**src/rtl/mem_stage.sv**
```systemverilog
// rtl/mem_stage.sv - memory pipeline stage: pass-through for ALU ops, blocking lw/sw handshake with timeout
module mem_stage #(
  parameter int ADDR_W  = 12,
  parameter int TIMEOUT = 16
) (
  input  logic              clk,
  input  logic              clr,
  input  logic [31:0]       xm_o,
  input  logic [31:0]       xm_b,
  input  logic [31:0]       xm_ir,
  input  logic              xm_ovf,
  input  logic              xm_valid,
  output logic              stall,
  output logic [31:0]       mw_o,
  output logic [31:0]       mw_d,
  output logic [31:0]       mw_ir,
  output logic              mw_ovf,
  output logic              mw_en,
  output logic              mem_req,
  output logic              mem_we,
  output logic [ADDR_W-1:0] mem_addr,
  output logic [31:0]       mem_wdata,
  input  logic              mem_ack,
  input  logic [31:0]       mem_rdata,
  output logic              mem_err
);

  typedef enum logic [1:0] {S_IDLE, S_REQ, S_DONE} state_t;

  localparam logic [4:0] OP_LW    = 5'b01000;
  localparam logic [4:0] OP_SW    = 5'b00111;
  localparam logic [7:0] CNT_LAST = 8'(TIMEOUT - 1);

  state_t      state_q, state_d;
  logic [7:0]  cnt_q, cnt_d;
  logic [31:0] o_q, o_d;
  logic [31:0] b_q, b_d;
  logic [31:0] ir_q, ir_d;
  logic        ovf_q, ovf_d;
  logic [31:0] ld_q, ld_d;
  logic        err_q, err_d;
  logic        stall_c;
  logic        is_mem;
  logic        cap_sw;

  assign is_mem = xm_valid && ((xm_ir[31:27] == OP_LW) || (xm_ir[31:27] == OP_SW));
  assign cap_sw = (ir_q[31:27] == OP_SW);

  always_ff @(posedge clk or negedge clr) begin
    if (!clr) begin
      state_q <= S_IDLE;
      cnt_q   <= '0;
      o_q     <= '0;
      b_q     <= '0;
      ir_q    <= '0;
      ovf_q   <= 1'b0;
      ld_q    <= '0;
      err_q   <= 1'b0;
    end else begin
      state_q <= state_d;
      cnt_q   <= cnt_d;
      o_q     <= o_d;
      b_q     <= b_d;
      ir_q    <= ir_d;
      ovf_q   <= ovf_d;
      ld_q    <= ld_d;
      err_q   <= err_d;
    end
  end

  always_comb begin
    state_d = state_q;
    cnt_d   = cnt_q;
    o_d     = o_q;
    b_d     = b_q;
    ir_d    = ir_q;
    ovf_d   = ovf_q;
    ld_d    = ld_q;
    err_d   = err_q;
    stall_c = 1'b0;
    mw_en   = 1'b0;
    mw_o    = '0;
    mw_d    = '0;
    mw_ir   = '0;
    mw_ovf  = 1'b0;
    case (state_q)
      S_IDLE: begin
        if (is_mem) begin
          stall_c = 1'b1;
          o_d     = xm_o;
          b_d     = xm_b;
          ir_d    = xm_ir;
          ovf_d   = xm_ovf;
          ld_d    = '0;
          cnt_d   = '0;
          state_d = S_REQ;
        end else begin
          mw_en = 1'b1;
          if (xm_valid) begin
            mw_o   = xm_o;
            mw_ir  = xm_ir;
            mw_ovf = xm_ovf;
          end
        end
      end
      S_REQ: begin
        stall_c = 1'b1;
        cnt_d   = cnt_q + 8'd1;
        // an ack in the final counted cycle still completes normally
        if (mem_ack) begin
          ld_d    = cap_sw ? 32'd0 : mem_rdata;
          state_d = S_DONE;
        end else if (cnt_q == CNT_LAST) begin
          ld_d    = '0;
          err_d   = 1'b1;
          state_d = S_DONE;
        end
      end
      S_DONE: begin
        mw_en   = 1'b1;
        mw_o    = o_q;
        mw_d    = ld_q;
        mw_ir   = ir_q;
        mw_ovf  = ovf_q;
        state_d = S_IDLE;
      end
      default: state_d = S_IDLE;
    endcase
  end

  // stall is gated by clr so upstream is released as soon as reset asserts
  assign stall     = clr && stall_c;
  assign mem_req   = (state_q == S_REQ);
  assign mem_we    = mem_req && cap_sw;
  assign mem_addr  = o_q[ADDR_W-1:0];
  assign mem_wdata = b_q;
  assign mem_err   = err_q;

endmodule

```
**config.mk**
```make
export PLATFORM = sky130hd
export DESIGN_NAME = mem_stage
export DESIGN_NICKNAME = d
export VERILOG_FILES = /design/src/rtl/mem_stage.sv
export SDC_FILE = /design/constraint.sdc
export NUM_CORES = 1
export LEC_CHECK = 0
export BUFFER_PORTS_ARGS = -buffer_cell sky130_fd_sc_hd__buf_2
export CORE_MARGIN = 3
export CORE_UTILIZATION = 51
export CTS_CLUSTER_SIZE = 8
export DETAILED_ROUTE_END_ITERATION = 6
export PLACE_DENSITY = 0.85
export SETUP_SLACK_MARGIN = 0.15
export SLEW_MARGIN = 20
export SYNTH_ARGS = -nofsm -noshare
export SYNTH_HDL_FRONTEND = slang
export SYNTH_SLANG_ARGS = --single-unit
```
**constraint.sdc**
```tcl
create_clock -name clk -period 4.85 [get_ports clk]
set_input_delay 0.97 -clock clk [delete_from_list [all_inputs] [get_ports clk]]
set_output_delay 0.97 -clock clk [all_outputs]
set_load 0.01 [all_outputs]
```
Word level (Yosys, flattened, before mapping) --
Index checks and enable logic that the tools add are counted.
Word-level totals: bits in read-only memories 0, memory bits (writable) 0, memories 0, bits in latches 0, output and inout port bits 146, register bits after elaboration 140, bits of input ports 133
Operators by class: magnitude comparators 0, add/subtract/negate cells 1, bitwise gates (word level) 1, shift-type cells 0, reduce and logical (&&, ||, !) cells 11, equal/unequal tests 8, $mul 0, divide/modulo/power cells 0, multiplexer cells 25
Operators by type and width (number):
- two-way mux 32 bit | 9
- one-hot mux 32 bit (2 select lines) | 3
- one-hot mux 8 bit (2 select lines) | 1
- equality test 5 x 3 -> 1 bit (second input constant) | 2
- adder 8 x 1 -> 8 bit (second input constant) | 1
- equality test 8 x 4 -> 1 bit (second input constant) | 1
- two-way mux 8 bit | 1
- two-way mux 2 bit | 3
- one-hot mux 1 bit (2 select lines) | 3
- AND reduction 2 bit | 3
- AND reduction 3 bit | 2
- equality test 5 x 4 -> 1 bit (second input constant) | 1
- two-way mux 1 bit | 4
- one-hot mux 2 bit (2 select lines) | 1
- logical AND 1 bit | 3
- != test 3 x 1 -> 1 bit (second input constant) | 1
- equality test 2 x 1 -> 1 bit (second input constant) | 1
- equality test 2 bit (second input constant) | 1
- logical NOT 2 bit | 1
- != test 2 bit (second input constant) | 1
- nonzero test 2 bit | 1
- logical OR 1 bit | 1
- inverter 1 bit | 1

Longest topological paths before layout --
Gate-level depths: netlist (run 1).
word-level depth 6, mapped depth 8, mapped depth without buffers 5

Worst setup path after synthesis (run 1) --
OpenSTA, ideal clock, no wires.
kind input-to-output, start input xm_ir[27], end output mw_ir[0], data arrival time 2.123 ns, stages on the path 6, data required time 3.880 ns, buffers on the path 2, slack 1.757 ns, cells stage by stage nor4b_2 -> o21ai_1 -> and3_1 -> buf_6 -> buf_6 -> a22o_1
On the way: word-level cells in the longest chain between the ends 5
RTL lines:
- from (decl) | line 10 | input logic [31:0] xm_ir,
- equality test 5 x 4 -> 1 bit or equality test 5 x 3 -> 1 bit (tied branches) | line 46 | assign is_mem = xm_valid && ((xm_ir[31:27] == OP_LW) || (xm_ir[31:27] == OP_SW));
- logical OR 1 bit * | line 46
- logical AND 1 bit * | line 46
- two-way mux 32 bit * | line 88 | if (is_mem) begin
- one-hot mux 32 bit (2 select lines) * | line 86 | case (state_q)
- to (decl) | line 16 | output logic [31:0] mw_ir,
Every way passes the cells marked *; elsewhere a longest branch is shown, timed or not.

Worst setup path in the final report (run 1) --
start input xm_ir[27], end output mw_o[5]
On the way: word-level cells in the longest chain between the ends 5
RTL lines:
- equality test 5 x 4 -> 1 bit or equality test 5 x 3 -> 1 bit (tied branches) | line 46
- logical OR 1 bit * | line 46
- logical AND 1 bit * | line 46
- two-way mux 32 bit * | line 88
- one-hot mux 32 bit (2 select lines) * | line 86
- to (decl) | line 14 | output logic [31:0] mw_o,
Marks and branches as above.

==> results of run 1 <==
## flip-flops by register name, summed over array words and instances (netlist names)
register and cells:
ld_q 32, ir_q 32, mem_err 1, mem_wdata 32, o_q 32, cnt_q 8, ovf_q 1, state_q 2
## final cells by class
cell class | count | area [sq um]
Multi-Input combinational cell | 471 | 2504
Tap cell | 168 | 210.2
Fill cell | 1004 | 3796
Timing Repair Buffer | 285 | 1466
Antenna cell | 1 | 2.502
Sequential cell | 140 | 3503
Clock buffer | 18 | 439.2
Inverter | 6 | 22.52
Clock inverter | 14 | 167.7
## logic make-up (layout without fill, tap and decap cells)
family,count (synthesis),count (layout)
AND/OR/NAND/NOR,353,353
flip-flops,140,140
AO/OA/AOI/OAI,116,116
buffers and inverters,67,323
adder cells (fa/ha/maj),1,1
multiplexers,1,1
other,0,1
## routing by layer
metal  up-vias  wire, um  share of wire [%]
met5         -         0                  0
met4         0       456                2.6
met3        36      1237                7.1
met2       269      8585                 49
met1      2752      7065                 41
li1       2751         -                  -
## cells in the final DEF (no fill, tap or decap), types with 2 or more instances in the layout
| cell type | n |
|---|---|
| sky130_fd_sc_hd__clkinv_2 | 4 |
| sky130_fd_sc_hd__nand4_1 | 2 |
| sky130_fd_sc_hd__o31ai_1 | 3 |
| sky130_fd_sc_hd__clkinv_4 | 2 |
| sky130_fd_sc_hd__dfrtp_1 | 140 |
| sky130_fd_sc_hd__o21ai_0 | 6 |
| sky130_fd_sc_hd__clkinvlp_4 | 3 |
| sky130_fd_sc_hd__a21oi_1 | 4 |
| sky130_fd_sc_hd__buf_4 | 5 |
| sky130_fd_sc_hd__nor2_4 | 2 |
| sky130_fd_sc_hd__a22o_1 | 94 |
| sky130_fd_sc_hd__nand2_1 | 290 |
| sky130_fd_sc_hd__and3_1 | 33 |
| sky130_fd_sc_hd__a22o_2 | 2 |
| sky130_fd_sc_hd__nor2_1 | 9 |
| sky130_fd_sc_hd__and3_2 | 2 |
| sky130_fd_sc_hd__buf_2 | 277 |
| sky130_fd_sc_hd__inv_1 | 5 |
| sky130_fd_sc_hd__o211ai_1 | 2 |
| sky130_fd_sc_hd__nand3_1 | 6 |
| sky130_fd_sc_hd__inv_6 | 2 |
| sky130_fd_sc_hd__and2_1 | 2 |
| sky130_fd_sc_hd__bufinv_16 | 3 |
| sky130_fd_sc_hd__buf_6 | 2 |
| sky130_fd_sc_hd__clkbuf_16 | 17 |
## path summary, 6_finish.rpt
path / from / to / depth (start not counted)
max: xm_ir[27] / mw_o[5] / 7
min: mem_wdata[17]$_DFFE_PN0P_ / mem_wdata[17]$_DFFE_PN0P_ / 2
max in group asynchronous: clr / ir_q[20]$_DFFE_PN0P_ / 2
max reg2reg: state_q[0]$_DFFE_PN0P_ / ld_q[29]$_DFFE_PN0P_ / 4
min reg2reg: mem_wdata[17]$_DFFE_PN0P_ / mem_wdata[17]$_DFFE_PN0P_ / 2
min in group asynchronous: clr / ovf_q$_DFFE_PN0P_ / 1
## power groups by stage
stage | Combinational (W) | Sequential, W | Clock, W
after CTS | 0.000662 | 0.00163 | 0.00133
after floorplan | 0.000391 | 0.00163 | 0
after global routing | 0.000738 | 0.00166 | 0.00138
final | 0.000653 | 0.00163 | 0.00131
after global placement | 0.000630 | 0.00163 | 0
after detailed placement | 0.000660 | 0.00164 | 0
## stage by stage
step / instances / instance area, sq um / util [%] / power (W)
after floorplan: 678 / 6386 / - / 0.002019
after global placement: 1069 / 7694 / 63.52 / 0.002260
after detailed placement: 1070 / 7705 / 63.62 / 0.002297
after CTS: 1102 / 8312 / 68.63 / 0.003619
after global routing: 1103 / 8315 / 68.66 / 0.003780
final: 1103 / 8315 / 68.66 / 0.003590
## critical path, delay by kind of cell
family / cells / cell delay, ps
AOI/OAI and AO/OA: 2 / 450
and+or+nand+nor: 2 / 660
buffers and inverters: 3 / 560
==> impl_summary.md, run 1 <==
Setup path
Counting stages on the worst path, the most repeated cell is sky130_fd_sc_hd__buf_2. For flop-to-flop paths, the worst setup slack is 2710 ps. The element type at the critical path start is an input pin. The critical path goes through buf_2, nor4b_2, o21ai_1, and3_2, buf_4, a22o_1, buf_2. The endpoint arrival time on the critical path is 2710 ps. For the worst setup path, the data required time is 3880 ps. The maximum fanout along the worst path is 64. The critical path is of the input pin to output port type. STA classifies the critical path endpoint as an output port. The critical-path cell with the highest stage delay is sky130_fd_sc_hd__nor4b_2. The largest stage delay on the critical path is 460 ps.

Run status
The flow ran to the end, and the final reports show no timing, DRC or antenna violations.

Timing
In this run the tightest slew margin relative to its limit is 31.86%. The worst clock skew is 5.334 ps. The tightest hold path in the finished design has a slack of 457.1 ps. At the pin with the least slew margin, the transition time is 1022 ps. The setup slack of the critical path after layout is 1173 ps. The count of endpoints failing setup in the final report is 0. The number of slew-limit violations in the final report is 0. The share of the clock period used by the worst path after layout is 75.82%. The fmax is 271.9 MHz. The hold violation total from the final report is 0. The post-layout minimum cycle time is 3677 ps.

Setup repair after global routing left no endpoint under its margin. The setup TNS after final layout is 0 ps.

Synthesis
The instance count of the mapped netlist is 678. By area the synthesized netlist is led by sky130_fd_sc_hd__dfrtp_1 (55%), sky130_fd_sc_hd__nand2_1 (17%), sky130_fd_sc_hd__a22o_1 (13%). The most used standard cell by instance count after synthesis is sky130_fd_sc_hd__nand2_1. The share of synthesized area occupied by flip-flops and latches is 54.86%. The share of flip-flops with an asynchronous set or reset after synthesis is 100.0%. The compound-gate portion of the synthesized area is 15.52%. The fraction of the mapped netlist area in simple logic gates is 23.06%. Summing the areas of all fa, ha and maj instances in the mapped netlist gives 0.1959% of the synthesized area.

The dominant combinational cell family by area after synthesis is simple AND/OR/NAND/NOR gates. In this run, synthesis inferred 0 flip-flops with an integrated enable. The summed instance area of the synthesized netlist is 0.006386 sq mm. The synthesis-stage register bit count is 140. The synthesized-area fraction occupied by xor and xnor cells is 0%. The number of distinct library cells after synthesis is 33. The library cell occupying the most area in the post-synthesis netlist is sky130_fd_sc_hd__dfrtp_1. The commonest cells after synthesis are sky130_fd_sc_hd__nand2_1 (290), sky130_fd_sc_hd__dfrtp_1 (140), sky130_fd_sc_hd__a22o_1 (94). Synthesis produced a netlist with a net count of 812. The mean instance size in the synthesized netlist is 9.419 sq um. The prevailing post-synth register cell is sky130_fd_sc_hd__dfrtp_1. The post-synthesis mux area share is 0.1567%. After synthesis, the largest area contributor takes up 54.86% of total cell area. Yosys printed 0 warnings.

Global route
In the global route stage, met2 resource usage came out at 39.67%. The first-pass GRT wire length is 27630 um. For this run, global-route usage on met1 was measured as 32.13%.

The initial antenna violation count is 1. The overall overflow remaining after global route is 0. The layer carrying the most global-route usage is met2. The global-route usage over all layers is 24.49%. The number of global-route vias before repair is 5527. The largest net degree at the start of global routing is 95. The global-route met3 utilization is 5.718%.

Finish
Of the cells placed in the final design, the portion with a size suffix greater than 1 is 35.22%. In the final design database the tool counted 1055 nets. Compared with the post-synthesis result, the final layout area differs by 30.21%.

Route
After the first detailed-routing iteration, the DRC count stood at 489. The via count is 5808. The remaining antenna violation count is 0.

After detailed routing, the number of vias per cell comes to 5.266. The post-detailed-route wirelength per cell is 15.73 um. The first detailed-routing pass took 5 iterations.

The residual DRC count is 0. The total length of routed wires is 17350 um.

Floorplanning
From left edge to right edge, the die measures 117.9 um. The height of the die is 117.9 um. The core area is 0.01211 sq mm.

The floorplan step defined a die boundary enclosing 0.01390 sq mm. The initial standard-cell utilization of the core is 52.73%. 279 I/O pins were placed.

The number of standard-cell rows in the floorplan is 40.

CTS
The clock buffer count from CTS is 17. The clock latency at the later pin of the worst-skew pair is 410 ps. The root buffer cell is sky130_fd_sc_hd__clkbuf_16.

The clock passes through at most 2 buffers. Once the clock tree was built, the setup fixing pass inserted 0 buffers. The count of cells resized by post-cts repair is 0. CTS saw 140 sinks. CTS built an H-tree with a depth of 4. Clock-pin slew was measured on the worst setup and hold paths at 50 ps. The count of hold-fix buffers inserted at cts is 0. The TritonCTS clock tree is done.

Place
The half-perimeter wire length of the detailed placement result is 11790 um. The number of input and output port buffers inserted is 278. Timing analysis after detailed placement gives a worst setup slack of 1188 ps. The weighted congestion reported at the end of routability-driven placement is 0.8184.

Run
The number of maximum-capacitance constraint violations is 0.

Power and ir drop
The design internal power is 0.002562 W. The worst-case IR drop observed on VDD is 297.2 uV. The part of the total power dissipated in sequential elements is 45.4%. Dividing total power by cell area gives a power density of 431.8 mW/mm^2. The fraction of power consumed by combinational cells is 18.2%.

The clock network fraction of design power is 36.4%. Summed over all nets, the switching power comes to 0.001029 W. Summed over all cells, the static leakage comes to 4.865 nW. Of the total power, the share spent switching nets is 28.65%.

Min path
The worst min-delay path class is flop to flop.
Note: power is estimated with default switching activity, not from simulation.
==> inputs of run 2 (changes only) <==
--- a/config.mk
+++ b/config.mk
@@ -5,12 +5,13 @@
 export SDC_FILE = /design/constraint.sdc
 export NUM_CORES = 1
 export LEC_CHECK = 0
+export ABC_AREA = 1
 export BUFFER_PORTS_ARGS = -buffer_cell sky130_fd_sc_hd__buf_2
 export CORE_MARGIN = 3
-export CORE_UTILIZATION = 51
+export CORE_UTILIZATION = 49
 export CTS_CLUSTER_SIZE = 8
 export DETAILED_ROUTE_END_ITERATION = 6
-export PLACE_DENSITY = 0.85
+export PLACE_DENSITY = 0.81
 export SETUP_SLACK_MARGIN = 0.15
 export SLEW_MARGIN = 20
 export SYNTH_ARGS = -nofsm -noshare
==> constraint.sdc (replaced) <==
create_clock -name clk -period 3.9 [get_ports clk]
set_input_delay 0.78 -clock clk [delete_from_list [all_inputs] [get_ports clk]]
set_output_delay 0.78 -clock clk [all_outputs]
set_load 0.01 [all_outputs]
==> impl_summary.md, run 2 <==
Power and ir drop
The maximum VDD drop is 274.9 uV (-7.5%). The standby leakage power is 5.039 nW (+3.6%). The power density normalized to cell area is 523.4 mW/mm^2 (+21%).

Global route
The global-route usage over all layers came to 24.95% (+0.46 points). The largest net degree at the start of global routing is 97 (+2.1%). The initial antenna violation count was 0 (-1). The first-pass GRT wire length is 32010 um (+16%). The number of global-route vias before repair was 6503 (+18%). The overall overflow remaining after global route was 0 (unchanged).

Route
The remaining antenna violation count is 0 (unchanged). The post-detailed-route wirelength per cell was 14.36 um (-8.7%). The vias per cell is 5.099 (-3.2%). The residual DRC count is 0 (unchanged). The first-pass iteration count of the detailed router is 4 (-1). The via count is 6919 (+19%). The total length of routed wires is 19480 um (+12%). The violation count after the first detailed-routing iteration came to 401 (-18%).

Timing
The worst clock skew is 8.411 ps (+3.077 ps). The share of the clock period used by the worst path after layout is 80.08%. The hold violation total from the final report is 0 (unchanged). The count of endpoints failing setup in the final report is 0 (unchanged). Setup repair after global routing left no endpoint under its margin. The setup slack of the critical path after layout is 777.1 ps (-395.5 ps). The post-layout minimum cycle time is 3123 ps. The normalized max-slew margin is 34.14% (+2.3 points). The number of slew-limit violations in the final report is 0 (unchanged).

The setup TNS after final layout is 0 ps (unchanged). The fmax is 320.2 MHz. The pin slew with the least headroom to its limit is 987.9 ps (-34.15 ps).

Synthesis
The mean instance size in the synthesized netlist came to 7.370 sq um (-22%). The post-synth net total is 1066 (+31%). After synthesis, the most frequently instantiated cells are sky130_fd_sc_hd__nand2_1 (427), sky130_fd_sc_hd__dfrtp_1 (140), sky130_fd_sc_hd__nand3_1 (106). The most used standard cell by instance count after synthesis is sky130_fd_sc_hd__nand2_1. The share of flip-flops with an asynchronous set or reset after synthesis came to 100.0% (unchanged). The share of synthesized area occupied by flip-flops and latches is 51.00% (-3.9 points).

The instance count of the mapped netlist is 932 (+37%). The summed instance area of the synthesized netlist is 0.006869 sq mm (+7.6%). The library cell occupying the most area in the post-synthesis netlist is sky130_fd_sc_hd__dfrtp_1. By area the synthesized netlist is led by sky130_fd_sc_hd__dfrtp_1 (51%), sky130_fd_sc_hd__nand2_1 (23%), sky130_fd_sc_hd__nand3_1 (7.7%).

The number of distinct library cells after synthesis is 22 (-33%). The number of flops mapped to enable cells by yosys is 0 (unchanged). The share of the synthesized area in the top cell type is 51.00% (-3.9 points). The count of warnings emitted by yosys was 0 (unchanged). The prevailing post-synth register cell is sky130_fd_sc_hd__dfrtp_1. The synthesis-stage register bit count came to 140 (unchanged).

Setup path
The worst register-to-register path begins at state_q[1]$_DFFE_PN0P_. The critical path data required time was 3120 ps (-760 ps). The largest stage delay on the critical path is 510 ps (+50 ps).

Traced cell by cell, the critical path runs through inv_2, nand2_1, buf_4, nor2_1, buf_2. The critical-path cell with the highest stage delay is sky130_fd_sc_hd__inv_2. The element type at the critical path end is an output port. The path type of the worst setup path is flop to output port. The maximum fanout along the worst path came to 36 (-44%). The endpoint arrival time on the critical path is 2340 ps (-370 ps). The element type at the critical path start is a flop. Tracing the worst setup path back leads to its startpoint at state_q[0]$_DFFE_PN0P_.

Floorplanning
The initial standard-cell utilization of the core came to 51.06% (-1.7 points). The die span in x is 124.4 um (+5.5%). The core area is 0.01345 sq mm (+11%). The top-level port count is 279 (unchanged). The number of standard-cell rows in the floorplan is 42 (+5.0%).

The total die area is 0.01548 sq mm (+11%). The height of the die is 124.4 um (+5.5%).

CTS
The TritonCTS clock tree is done. The number of buffers on the longest clock path was 2 (unchanged). The CTS sink count is 140 (unchanged). The clock latency at the later pin of the worst-skew pair was 410 ps (about the same).

The tree is rooted in a sky130_fd_sc_hd__clkbuf_16. The depth of the CTS H-tree is 4 (unchanged). The count of hold-fix buffers inserted at cts was 0 (unchanged).

The clock buffer count from CTS is 17 (unchanged). The count of cells resized by post-cts repair came to 0 (unchanged). The total setup buffers inserted after CTS is 0 (unchanged). The clock transition at the registers of the reported paths is 60 ps (about the same).

Min path
In this run the worst hold path is classified as input pin to async pin.

Finish
The share of final-layout standard cells stronger than drive strength 1 was 28.20% (-7.0 points). The library cell used most frequently in the layout, excluding fill and tap cells, is sky130_fd_sc_hd__nand2_1. The total inserted antenna cells is 0 (-1). In the layout the commonest cells are sky130_fd_sc_hd__nand2_1 (426), sky130_fd_sc_hd__buf_2 (277), sky130_fd_sc_hd__dfrtp_1 (139). The number of nets in the layout is 1303 (+24%). The area growth from synthesis to layout is 29.33%. The filler cell count is 1157 (+15%).

Run status
The run finished with clean final reports.

Place
The weighted congestion reported at the end of routability-driven placement was 0.8473 (+3.5%). The number of input and output port buffers inserted is 278 (unchanged). The half-perimeter wire length of the detailed placement result came to 13530 um (+15%). The worst-case setup slack after placement is 971.2 ps (-216.9 ps).

Run
The number of maximum-capacitance constraint violations is 0 (unchanged).
-- run 2: changes by cell type in the layout (fill, tap and decap cells not counted), moves of 3 or more --
cell / change
sky130_fd_sc_hd__buf_4: +4
sky130_fd_sc_hd__and3_1: -33
sky130_fd_sc_hd__nand3_1: +100
sky130_fd_sc_hd__a22o_1: -94
sky130_fd_sc_hd__nor2_1: +33
sky130_fd_sc_hd__inv_1: +43
sky130_fd_sc_hd__inv_2: +3
sky130_fd_sc_hd__o21ai_0: +68
sky130_fd_sc_hd__nand2_1: +136
sky130_fd_sc_hd__nor2_2: +3
sky130_fd_sc_hd__o22ai_1: +3
sky130_fd_sc_hd__nand2_2: +4
-- run 2: stage by stage --
step / hold slack [ps] / instance area (sq um) / util [%] / total power (W) / cells
after floorplan: 441.9 / 6869 / - / 0.002539 / 932
after global placement: 441.6 / 8235 / 61.22 / 0.002870 / 1326
after detailed placement: 443.3 / 8235 / 61.22 / 0.002904 / 1326
after CTS: 206.3 / 8884 / 66.03 / 0.004691 / 1357
after global routing: 220.2 / 8884 / 66.03 / 0.004909 / 1357
final: 221.8 / 8884 / 66.03 / 0.004649 / 1357
-- run 2: final timing paths --
path / end / slack [ps] / cells past startpoint
hold reg to reg: mem_err$_DFFE_PN0P_ / 450 / 1
min in group clk: mem_err$_DFFE_PN0P_ / 450 / 1
setup / recovery: mw_d[25] / 780 / 5
max in group asynchronous: state_q[1]$_DFFE_PN0P_ / 2610 / 2
setup reg to reg: ld_q[25]$_DFFE_PN0P_ / 1430 / 8
hold / removal: o_q[16]$_DFFE_PN0P_ / 220 / 1
-- run 2: where the power goes --
part / leakage (nW) / switching, W / internal [W] / total [W]
sequential: 1.80 / 0.000211 / 0.00179 / 0.00200
combinational: 2.93 / 0.000529 / 0.000354 / 0.000883
clock: 0.308 / 0.000602 / 0.00116 / 0.00177
-- run 2: cells by family after synthesis --
family | synth area share (%)
AND/OR/NAND/NOR | 34.41
buffers and inverters | 8.251
AO/OA/AOI/OAI | 6.157
adder cells (fa/ha/maj) | 0.1821
flip-flops | 51.00
-- run 2: critical path, delay by kind of cell (launching register included) --
family / cells / cell delay, ps
DFF: 1 / 450
and+or+nand+nor: 2 / 490
buffers and inverters: 3 / 990
-- run 2: area by class of cell --
type                    count  area [sq um]  share of cell area (%)
clock buffers              20         456.7                   5.141
clock inverters            11         191.4                   2.155
inverters                  52         195.2                   2.197
multi-input cells         669          2810                   31.63
flip-flops and latches    140          3505                   39.45
well taps                 176         220.2                   2.479
repair buffers            289          1505                   16.94
-- run 2: layer usage --
layer	share of wire, %	routed length (um)	GRT usage [%]	up-vias
li1	-	-	-	3378
met2	46	9058	38.90	325
met4	2.4	459	9.542	0
met1	43	8344	33.74	3179
met5	0	0	0	-
met3	8.3	1620	6.218	37
==> inputs of run 3 (changes only) <==
==> constraint.sdc (replaced) <==
create_clock -name clk -period 3.2 [get_ports clk]
set_input_delay 0.64 -clock clk [delete_from_list [all_inputs] [get_ports clk]]
set_output_delay 0.64 -clock clk [all_outputs]
set_load 0.01 [all_outputs]
==> impl_summary.md, run 3 (same netlist as run 2, synthesis figures left out) <==
Place
The worst-case setup slack after placement is 583.0 ps (-388.1 ps). The half-perimeter wire length of the detailed placement result is 13250 um (-2.1%). The number of input and output port buffers inserted came to 278 (unchanged).

The weighted congestion reported at the end of routability-driven placement is 0.8736 (+3.1%).

CTS
The CTS sink count was 140 (unchanged). The number of buffers on the longest clock path is 2 (unchanged). The clock buffer count from CTS is 17 (unchanged).

The clock latency at the later pin of the worst-skew pair is 410 ps (about the same). The depth of the CTS H-tree was 4 (unchanged). TritonCTS built the clock tree. The total setup buffers inserted after CTS was 0 (unchanged). The count of cells resized by post-cts repair is 0 (unchanged). The clock transition at the registers of the reported paths was 60 ps (about the same). The root buffer cell is sky130_fd_sc_hd__clkbuf_16. The count of hold-fix buffers inserted at cts is 0 (unchanged).

Power and ir drop
The maximum VDD drop is 335.2 uV (+22%). The switching share of total power is 29.70% (+0.85 points). The clock network fraction of design power is 35.7% (-2.3 points). The standby leakage power is 5.012 nW (-0.52%).

The switching component of the power came to 0.001626 W (+21%). The part of the total power dissipated in sequential elements is 44.5% (+1.5 points). The sum of internal, switching and leakage power is 0.005476 W (+18%). The fraction of power consumed by combinational cells is 19.8% (+0.8 points). The power density normalized to cell area is 619.4 mW/mm^2 (+18%).

The design internal power came to 0.003850 W (+16%).

Route
The vias per cell is 5.107 (+0.16%). The residual DRC count is 0 (unchanged). The remaining antenna violation count is 0 (unchanged). The post-detailed-route wirelength per cell came to 14.48 um (+0.87%). The via count came to 6935 (+0.23%). The total length of routed wires came to 19670 um (+0.94%). The violation count after the first detailed-routing iteration was 484 (+21%). The first-pass iteration count of the detailed router came to 5 (+1).

Timing
The setup slack of the critical path after layout is 380.6 ps (-396.4 ps). The count of endpoints failing setup in the final report is 0 (unchanged). The share of the clock period used by the worst path after layout is 88.11%. The worst clock skew is 12.38 ps (+3.971 ps). The hold violation total from the final report is 0 (unchanged). The number of slew-limit violations in the final report is 0 (unchanged). The pin slew with the least headroom to its limit was 944.5 ps (-43.43 ps). The post-layout minimum cycle time is 2819 ps.

The fmax is 354.7 MHz. Setup repair after global routing left no endpoint under its margin. The setup TNS after final layout is 0 ps (unchanged). The normalized max-slew margin was 37.03% (+2.9 points).

Setup path
STA classifies the critical path startpoint as a flop. The endpoint arrival time on the critical path is 2180 ps (-160 ps). The maximum fanout along the worst path was 33 (-8.3%). The element type at the critical path end is an output port.

The endpoint of the most critical register-to-register path is o_q[10]$_DFFE_PN0P_. The path type of the worst setup path is flop to output port. The internal reg-to-reg setup slack is 1110 ps (-320 ps). The worst flop-to-flop path startpoint is state_q[1]$_DFFE_PN0P_. The critical path data required time is 2560 ps (-560 ps). The worst reg2reg path depth is 5 (-3).

Global route
The global-route usage over all layers is 24.96% (about the same). The largest net degree at the start of global routing came to 141 (+45%). The overall overflow remaining after global route was 0 (unchanged).

The first-pass GRT wire length is 32000 um (about the same). The number of global-route vias before repair is 6392 (-1.7%). The initial antenna violation count is 0 (unchanged).

Floorplanning
The die span in x is 124.4 um (unchanged). The top-level port count is 279 (unchanged). The core area was 0.01345 sq mm (unchanged). The height of the die was 124.4 um (unchanged). The number of standard-cell rows in the floorplan is 42 (unchanged). The initial standard-cell utilization of the core was 51.06% (unchanged).

The total die area came to 0.01548 sq mm (unchanged).

Finish
In the layout the commonest cells are sky130_fd_sc_hd__nand2_1 (426), sky130_fd_sc_hd__buf_2 (277), sky130_fd_sc_hd__dfrtp_1 (139). The commonest non-fill, non-tap cell in the layout is sky130_fd_sc_hd__nand2_1. The area growth from synthesis to layout is 28.71%. The share of final-layout standard cells stronger than drive strength 1 is 28.20% (unchanged). The number of nets in the layout came to 1303 (unchanged).

Min path
The path class of the tightest hold or removal check is input pin to async pin.

Run
The number of maximum-capacitance constraint violations is 0 (unchanged).

Run status
The flow ran to the end, and the final reports show no timing, DRC or antenna violations.
==> run 3: per-layer routing <==
metal / track usage, % / vias up / part of all wire (%)
met5: 0 / - / 0
met4: 7.866 / 0 / 2.1
met3: 6.647 / 34 / 7.8
met2: 39.54 / 340 / 47
met1: 33.65 / 3187 / 43
li1: - / 3374 / -
==> run 3: cell type report <==
class                           count  area [sq um]
Fill cell                        1192          4612
Antenna cell                        1         2.502
Sequential cell                   140          3505
Inverter                           52         195.2
Clock buffer                       19         442.9
Multi-Input combinational cell    669          2810
Timing Repair Buffer              289          1518
Tap cell                          176         220.2
Clock inverter                     12         147.6
==> run 3: how the worst max path moves through the flow <==
stage | startpoint | endpoint | slack [ps] | cells after the start
after floorplan | xm_ir[27] | mw_ir[11] | 1020 | 8
after global placement | xm_valid | mw_o[29] | 610 | 5
after detailed placement | xm_ir[30] | mw_ir[24] | 580 | 9
after CTS | state_q[1]$_DFFE_PN0P_ | mw_ir[24] | 370 | 5
after global routing | state_q[0]$_DFFE_PN0P_ | stall | 280 | 6
final | state_q[0]$_DFFE_PN0P_ | stall | 380 | 6
==> run 3: critical path: stages (launching register included) <==
cell and delay, ps:
sky130_fd_sc_hd__dfrtp_1 460, sky130_fd_sc_hd__inv_2 180, sky130_fd_sc_hd__nand2_1 180, sky130_fd_sc_hd__buf_4 370, sky130_fd_sc_hd__nand2_1 190, sky130_fd_sc_hd__nor2_1 210
sky130_fd_sc_hd__buf_2 170
==> run 3: per-stage QoR <==
stage	util (%)	hold WS (ps)	instances	cell area (sq um)
after floorplan	-	344.4	932	6869
after global placement	61.31	437.4	1326	8248
after detailed placement	61.31	446.1	1326	8248
after CTS	65.70	391.0	1357	8838
after global routing	65.70	403.9	1357	8838
final	65.72	306.6	1358	8841
==> run 3: power groups by stage <==
stage,Clock [W],Sequential (W),Combinational (W)
after floorplan,0,0.00245,0.000646
after global placement,0,0.00244,0.00106
after detailed placement,0,0.00244,0.00110
after CTS,0.00200,0.00243,0.00110
after global routing,0.00208,0.00249,0.00123
final,0.00196,0.00243,0.00108
